File: src/rtl/stopwatch_pkg.sv
// Shared definitions for the stopwatch tick controller.
//   sw_state_e      : controller states IDLE / RUN / PAUSE
//   DIVISOR_DEFAULT : default number of clock cycles per count tick
package stopwatch_pkg;

    typedef enum logic [1:0] {
        IDLE  = 2'd0,
        RUN   = 2'd1,
        PAUSE = 2'd2
    } sw_state_e;

    localparam int unsigned DIVISOR_DEFAULT = 10_000_000;

endpackage

File: src/rtl/btn_edge_sync.sv
// Button conditioner: two-flop synchronizer, a history flop and a
// rising-edge detector producing a one-cycle press event.
// Ports:
//   clock : rising-edge clock
//   reset : synchronous active-high reset
//   btn   : raw button level, asynchronous to clock
//   press : one-cycle pulse when the synchronized level goes 0 -> 1
module btn_edge_sync
    import stopwatch_pkg::*;
(
    input  logic clock,
    input  logic reset,
    input  logic btn,
    output logic press
);

    logic meta_q, meta_d;
    logic sync_q, sync_d;
    logic hist_q, hist_d;

    always_comb begin
        meta_d = btn;
        sync_d = meta_q;
        hist_d = sync_q;
    end

    // All flops reset to 1 so a button held through reset looks like a
    // level that was already high: no event until released and pressed.
    always_ff @(posedge clock) begin
        if (reset) begin
            meta_q <= 1'b1;
            sync_q <= 1'b1;
            hist_q <= 1'b1;
        end else begin
            meta_q <= meta_d;
            sync_q <= sync_d;
            hist_q <= hist_d;
        end
    end

    assign press = sync_q & ~hist_q;

endmodule

File: src/rtl/stopwatch_tick_ctrl.sv
// Stopwatch tick controller: start/stop and clear buttons drive an
// IDLE/RUN/PAUSE state machine; a prescaler running only in RUN emits a
// count-enable pulse every DIVISOR run cycles.
// Ports:
//   clock   : rising-edge clock
//   reset   : synchronous active-high reset
//   btn_ss  : start/stop button level (asynchronous)
//   btn_clr : clear button level (asynchronous)
//   inc     : one-cycle count-enable pulse to the units counter
//   clr     : one-cycle clear pulse to all downstream counters
//   running : high while in RUN
//   paused  : high while in PAUSE
module stopwatch_tick_ctrl
    import stopwatch_pkg::*;
#(
    parameter int unsigned DIVISOR = DIVISOR_DEFAULT
) (
    input  logic clock,
    input  logic reset,
    input  logic btn_ss,
    input  logic btn_clr,
    output logic inc,
    output logic clr,
    output logic running,
    output logic paused
);

    localparam int unsigned PRESC_W = $clog2(DIVISOR);
    localparam logic [PRESC_W-1:0] PRESC_MAX = PRESC_W'(DIVISOR - 1);

    sw_state_e          state_q, state_d;
    logic [PRESC_W-1:0] presc_q, presc_d;
    logic               clr_q, clr_d;
    logic               ss_ev, clr_ev;

    btn_edge_sync u_sync_ss (
        .clock (clock),
        .reset (reset),
        .btn   (btn_ss),
        .press (ss_ev)
    );

    btn_edge_sync u_sync_clr (
        .clock (clock),
        .reset (reset),
        .btn   (btn_clr),
        .press (clr_ev)
    );

    // Next state and clear pulse. Clear has priority in IDLE and PAUSE;
    // RUN ignores clear entirely so start/stop always wins there.
    always_comb begin
        state_d = state_q;
        clr_d   = 1'b0;
        unique case (state_q)
            IDLE: begin
                if (clr_ev) begin
                    clr_d = 1'b1;
                end else if (ss_ev) begin
                    state_d = RUN;
                end
            end
            RUN: begin
                if (ss_ev) begin
                    state_d = PAUSE;
                end
            end
            PAUSE: begin
                if (clr_ev) begin
                    state_d = IDLE;
                    clr_d   = 1'b1;
                end else if (ss_ev) begin
                    state_d = RUN;
                end
            end
            default: state_d = IDLE;
        endcase
    end

    // Prescaler advances on every RUN cycle (including the one in which
    // a pause is accepted), holds across PAUSE, and is cleared on the way
    // into IDLE so a restart always begins a full tick.
    always_comb begin
        presc_d = presc_q;
        if (state_d == IDLE) begin
            presc_d = '0;
        end else if (state_q == RUN) begin
            presc_d = (presc_q == PRESC_MAX) ? '0 : presc_q + PRESC_W'(1);
        end
    end

    always_ff @(posedge clock) begin
        if (reset) begin
            state_q <= IDLE;
            presc_q <= '0;
            clr_q   <= 1'b0;
        end else begin
            state_q <= state_d;
            presc_q <= presc_d;
            clr_q   <= clr_d;
        end
    end

    assign inc     = (state_q == RUN) && (presc_q == PRESC_MAX);
    assign clr     = clr_q;
    assign running = (state_q == RUN);
    assign paused  = (state_q == PAUSE);

endmodule

File: config.mk
export PLATFORM = sky130hd
export DESIGN_NAME = stopwatch_tick_ctrl
export DESIGN_NICKNAME = d
export VERILOG_FILES = /design/src/rtl/stopwatch_pkg.sv /design/src/rtl/btn_edge_sync.sv /design/src/rtl/stopwatch_tick_ctrl.sv
export SDC_FILE = /design/constraint.sdc
export NUM_CORES = 1
export LEC_CHECK = 0
export CAP_MARGIN = 20
export CORE_MARGIN = 2
export CORE_UTILIZATION = 28
export CTS_CLUSTER_SIZE = 24
export DETAILED_ROUTE_END_ITERATION = 10
export GPL_TIMING_DRIVEN = 1
export HOLD_SLACK_MARGIN = 0.03
export PLACE_DENSITY_LB_ADDON = 0.1
export SLEW_MARGIN = 20
export SYNTH_ARGS = -nofsm -noshare
export SYNTH_HDL_FRONTEND = slang
export SYNTH_SLANG_ARGS = --single-unit
File: constraint.sdc
create_clock -name clock -period 6.3 [get_ports clock]
set_clock_uncertainty 0.2 [all_clocks]
set_input_delay 1.26 -clock clock [delete_from_list [all_inputs] [get_ports clock]]
set_output_delay 1.26 -clock clock [all_outputs]
set_load 0.02 [all_outputs]
==> metrics.txt <==
# TYPE chip_impl_metric gauge
chip_impl_info{name="run_status",value="finished, final reports clean"} 1
chip_impl_metric{name="cts-root-to-sink-buffers",unit=""} 2
chip_impl_metric{name="power_density",unit="nW/µm²"} 234
chip_impl_metric{name="placement.io_buffers",unit=""} 7
chip_impl_metric{name="grt_usage",unit="%"} 12.8
chip_impl_info{name="criticalPathCategory",value="reg2out"} 1
chip_impl_metric{name="gp_congestion",unit=""} 0.759
chip_impl_metric{name="nNetsFinal",unit=""} 181
chip_impl_metric{name="ys_ff_latch",unit=""} 33
chip_impl_metric{name="post_cts.resized_instances",unit=""} 0
chip_impl_metric{name="setup_viol_count_final",unit=""} 0
chip_impl_metric{name="clkTransAtPathRegs",unit="ns"} 0.08
chip_impl_metric{name="timing.max_slew.rel_slack",unit="%"} 66.5
chip_impl_metric{name="totalNegativeSetupSlack",unit="ns"} 0
chip_impl_metric{name="finalHoldViolations",unit=""} 0
chip_impl_metric{name="worst_margin_pin_slew",unit="ns"} 0.501
chip_impl_metric{name="crit_required",unit="ns"} 4.84
chip_impl_metric{name="drv_slew",unit=""} 0
chip_impl_metric{name="antenna-diode-count",unit=""} 0
chip_impl_metric{name="maxClockFrequency",unit="GHz"} 0.274
chip_impl_metric{name="power.leakage",unit="nW"} 0.561
chip_impl_metric{name="grt_pass1_wl",unit="µm"} 6310
chip_impl_metric{name="placed_cells_incl_taps",unit=""} 241
chip_impl_metric{name="finish.cell_count_without_fillers",unit=""} 249
chip_impl_metric{name="n_fill_cell",unit=""} 598
chip_impl_metric{name="preCtsSetupSlack",unit="ns"} 2.93
chip_impl_metric{name="routedWlPerCell",unit="µm"} 14.6
chip_impl_info{name="final_cell_mix",value="33 x sky130_fd_sc_hd__dfxtp_1, 12 x sky130_fd_sc_hd__nor3_1, 8 x sky130_fd_sc_hd__a211oi_1"} 1
chip_impl_metric{name="cts_post_setup_buffers_inserted",unit=""} 0
chip_impl_metric{name="finalWorstSetupSlack",unit="ns"} 2.65
chip_impl_metric{name="clock_insertion_delay_worst_skew",unit="ns"} 0.28
chip_impl_metric{name="ys_async_sr_fraction",unit="%"} 0
chip_impl_info{name="crit_path_cell_trace",value="nor4b_1, nand3_1, nor4_4, clkdlybuf4s50_1"} 1
chip_impl_metric{name="finalCritPeriodShare",unit="%"} 57.9
chip_impl_metric{name="die-area",unit="µm²"} 6310
chip_impl_metric{name="first_global_vias",unit=""} 1286
chip_impl_metric{name="chipHeight",unit="µm"} 79.5
chip_impl_metric{name="synthesis.nets",unit=""} 172
chip_impl_metric{name="synth.avg_cell_area",unit="µm²"} 9.55
chip_impl_metric{name="mappedNetlistArea",unit="µm²"} 1590
chip_impl_metric{name="drt_first_iter_violations",unit=""} 57
chip_impl_info{name="synth_top_cells_by_area",value="sky130_fd_sc_hd__dfxtp_1 41%, sky130_fd_sc_hd__nor3_1 3.8%, sky130_fd_sc_hd__a211oi_1 3.8%"} 1
chip_impl_metric{name="initial_core_util",unit="%"} 28.9
chip_impl_metric{name="drcViolationCount",unit=""} 0
chip_impl_metric{name="top_level_ports",unit=""} 8
chip_impl_metric{name="areaGrowthSynthToFinish",unit="%"} 15.7
chip_impl_metric{name="core",unit="µm²"} 5510
chip_impl_metric{name="h-tree-depth",unit=""} 2
chip_impl_metric{name="dieWidth",unit="µm"} 79.5
chip_impl_metric{name="vias_after_detailed_routing",unit=""} 1339
chip_impl_metric{name="antenna_found_initial",unit=""} 0
chip_impl_info{name="worst_path_max_delay_cell",value="sky130_fd_sc_hd__clkdlybuf4s50_1"} 1
chip_impl_metric{name="dp_hpwl",unit="µm"} 2480
chip_impl_metric{name="synth.distinct_cells",unit=""} 45
chip_impl_metric{name="worst-endpoint-arrival",unit="ns"} 2.19
chip_impl_metric{name="yosys_warnings",unit=""} 0
chip_impl_metric{name="fraction_of_final_layout_cells_sized_beyond_drive_strength_1",unit="%"} 16.4
chip_impl_info{name="clockRootBuffer",value="sky130_fd_sc_hd__clkbuf_8"} 1
chip_impl_metric{name="hold_buffer_count_at_cts",unit=""} 0
chip_impl_metric{name="crit_path_max_fanout",unit=""} 6
chip_impl_metric{name="postLayoutCellArea",unit="µm²"} 1840
chip_impl_metric{name="synth.yosys.seq_area_share",unit="%"} 41.4
chip_impl_info{name="timing.critical_path.to_type",value="primary output"} 1
chip_impl_metric{name="placementRows",unit=""} 27
chip_impl_metric{name="gr-total-overflow",unit=""} 0
chip_impl_metric{name="final_antenna_net_count",unit=""} 0
chip_impl_metric{name="sink_count_of_the_clock_tree",unit=""} 33
chip_impl_metric{name="grt_start_max_net_pins",unit=""} 25
chip_impl_info{name="synth_ff_type",value="sky130_fd_sc_hd__dfxtp_1"} 1
chip_impl_metric{name="final_period_minus_worst_setup_slack",unit="ns"} 3.65
chip_impl_metric{name="cell_area_after_placement",unit="µm²"} 1720
chip_impl_metric{name="post-layout-total-power",unit="mW"} 0.432
chip_impl_info{name="rsz0062_at_grt",value="no"} 1
chip_impl_metric{name="number_of_enable_type_register_cells_in_the_synthesized_netlist",unit=""} 0
chip_impl_info{name="post-synth-top-area-cell",value="sky130_fd_sc_hd__dfxtp_1"} 1
chip_impl_metric{name="post_drt_via_cell_ratio",unit=""} 5.38
chip_impl_info{name="cts_tree",value="done"} 1
chip_impl_metric{name="cts_buffers",unit=""} 5
chip_impl_metric{name="timing.critical_path.slowest_cell_delay",unit="ns"} 0.64
chip_impl_metric{name="dr.pass1.iters",unit=""} 4
chip_impl_metric{name="post-synth-top-area-fraction",unit="%"} 41.4
chip_impl_info{name="worstSetupStartpointType",value="flip-flop"} 1
chip_impl_metric{name="wirelength",unit="µm"} 3630
chip_impl_metric{name="max-cap-violations",unit=""} 0
chip_impl_info{name="worst_hold_path_type",value="reg2reg"} 1
chip_impl_metric{name="ir_worst_vdd",unit="mV"} 0.109
chip_impl_metric{name="synthCells",unit=""} 167
chip_impl_info{name="final_common_cell",value="sky130_fd_sc_hd__dfxtp_1"} 1
[critical path, delay by kind of cell, from the launching register on]
family,cells,cell delay [ns]
simple gates,3,0.89
buf+inv,1,0.64
flops,1,0.38
[layout make-up]
type,instances,area [µm²],share of cell area (%)
Clock inverter,2,37.5,2.04
Multi-Input combinational cell,124,877,47.6
Timing Repair Buffer,9,85.1,4.61
Sequential cell,33,661,35.8
Tap cell,72,90.1,4.88
Clock buffer,6,82.6,4.48
Inverter,3,11.3,0.611
[logic make-up after synthesis]
| kind of cell | count (synthesis) | share of synthesized area (%) |
|---|---|---|
| and+or+nand+nor | 80 | 33.4 |
| DFF | 33 | 41.4 |
| AOI/OAI and AO/OA | 31 | 14.1 |
| buffers and inverters | 10 | 3.53 |
| xor gates and xnor gates | 9 | 4.95 |
| muxes | 3 | 1.88 |
| adders and majority gates | 1 | 0.785 |
[Yosys cell counts (all sizes together), types with 2 or more instances]
| library cell | number |
|---|---|
| dfxtp | 33 |
| nor3 | 12 |
| a211oi | 10 |
| nand4 | 8 |
| or3 | 8 |
| nand2 | 7 |
| nand3 | 7 |
| nor2 | 7 |
| o21ai | 7 |
| or2 | 6 |
| xnor2 | 6 |
| nor4 | 5 |
| clkbuf | 4 |
| o31ai | 4 |
| or4 | 4 |
| a21oi | 3 |
| buf | 3 |
| inv | 3 |
| mux2i | 3 |
| nor2b | 3 |
| xor2 | 3 |
| and3 | 2 |
| and3b | 2 |
| and4 | 2 |
| nor4b | 2 |
[registers in the layout (all words and copies together), names as in the netlist]
signal / count
clr: 1
presc_q: 24
state_q: 2
u_sync_clr.hist_d: 1
u_sync_clr.hist_q: 1
u_sync_clr.meta_q: 1
u_sync_ss.hist_d: 1
u_sync_ss.hist_q: 1
u_sync_ss.meta_q: 1
[routing by layer]
layer | vias to the layer above | track usage, % | share of wire [%]
met5 | - | 0 | 0
met4 | 0 | 4.14 | 0.80
met3 | 5 | 3.62 | 3.3
met2 | 20 | 20.5 | 47
met1 | 662 | 16.4 | 49
li1 | 652 | - | -
[power by group]
part	switching [mW]	internal, mW
Combinational	0.00484	0.00457
Sequential	0.000884	0.210
Clock	0.0825	0.129
Total	0.0882	0.344
[stage by stage]
stage,util (%),hold slack (ns)
floorplan,-,0.189
global placement,31.3,0.196
detailed placement,31.3,0.203
CTS,33.5,0.221
global route,33.5,0.235
finish,33.5,0.217
[worst paths after layout]
check,start,end,slack (ns),depth (start not counted)
worst max-delay path,presc_q[16],inc,2.65,4
worst min-delay path,u_sync_ss.meta_q,u_sync_ss.hist_d,0.22,1
worst max register to register,state_q[0],presc_q[23],3.98,4
worst min register to register,u_sync_ss.meta_q,u_sync_ss.hist_d,0.22,1
No activity file was read; power rests on OpenSTA's default activity.
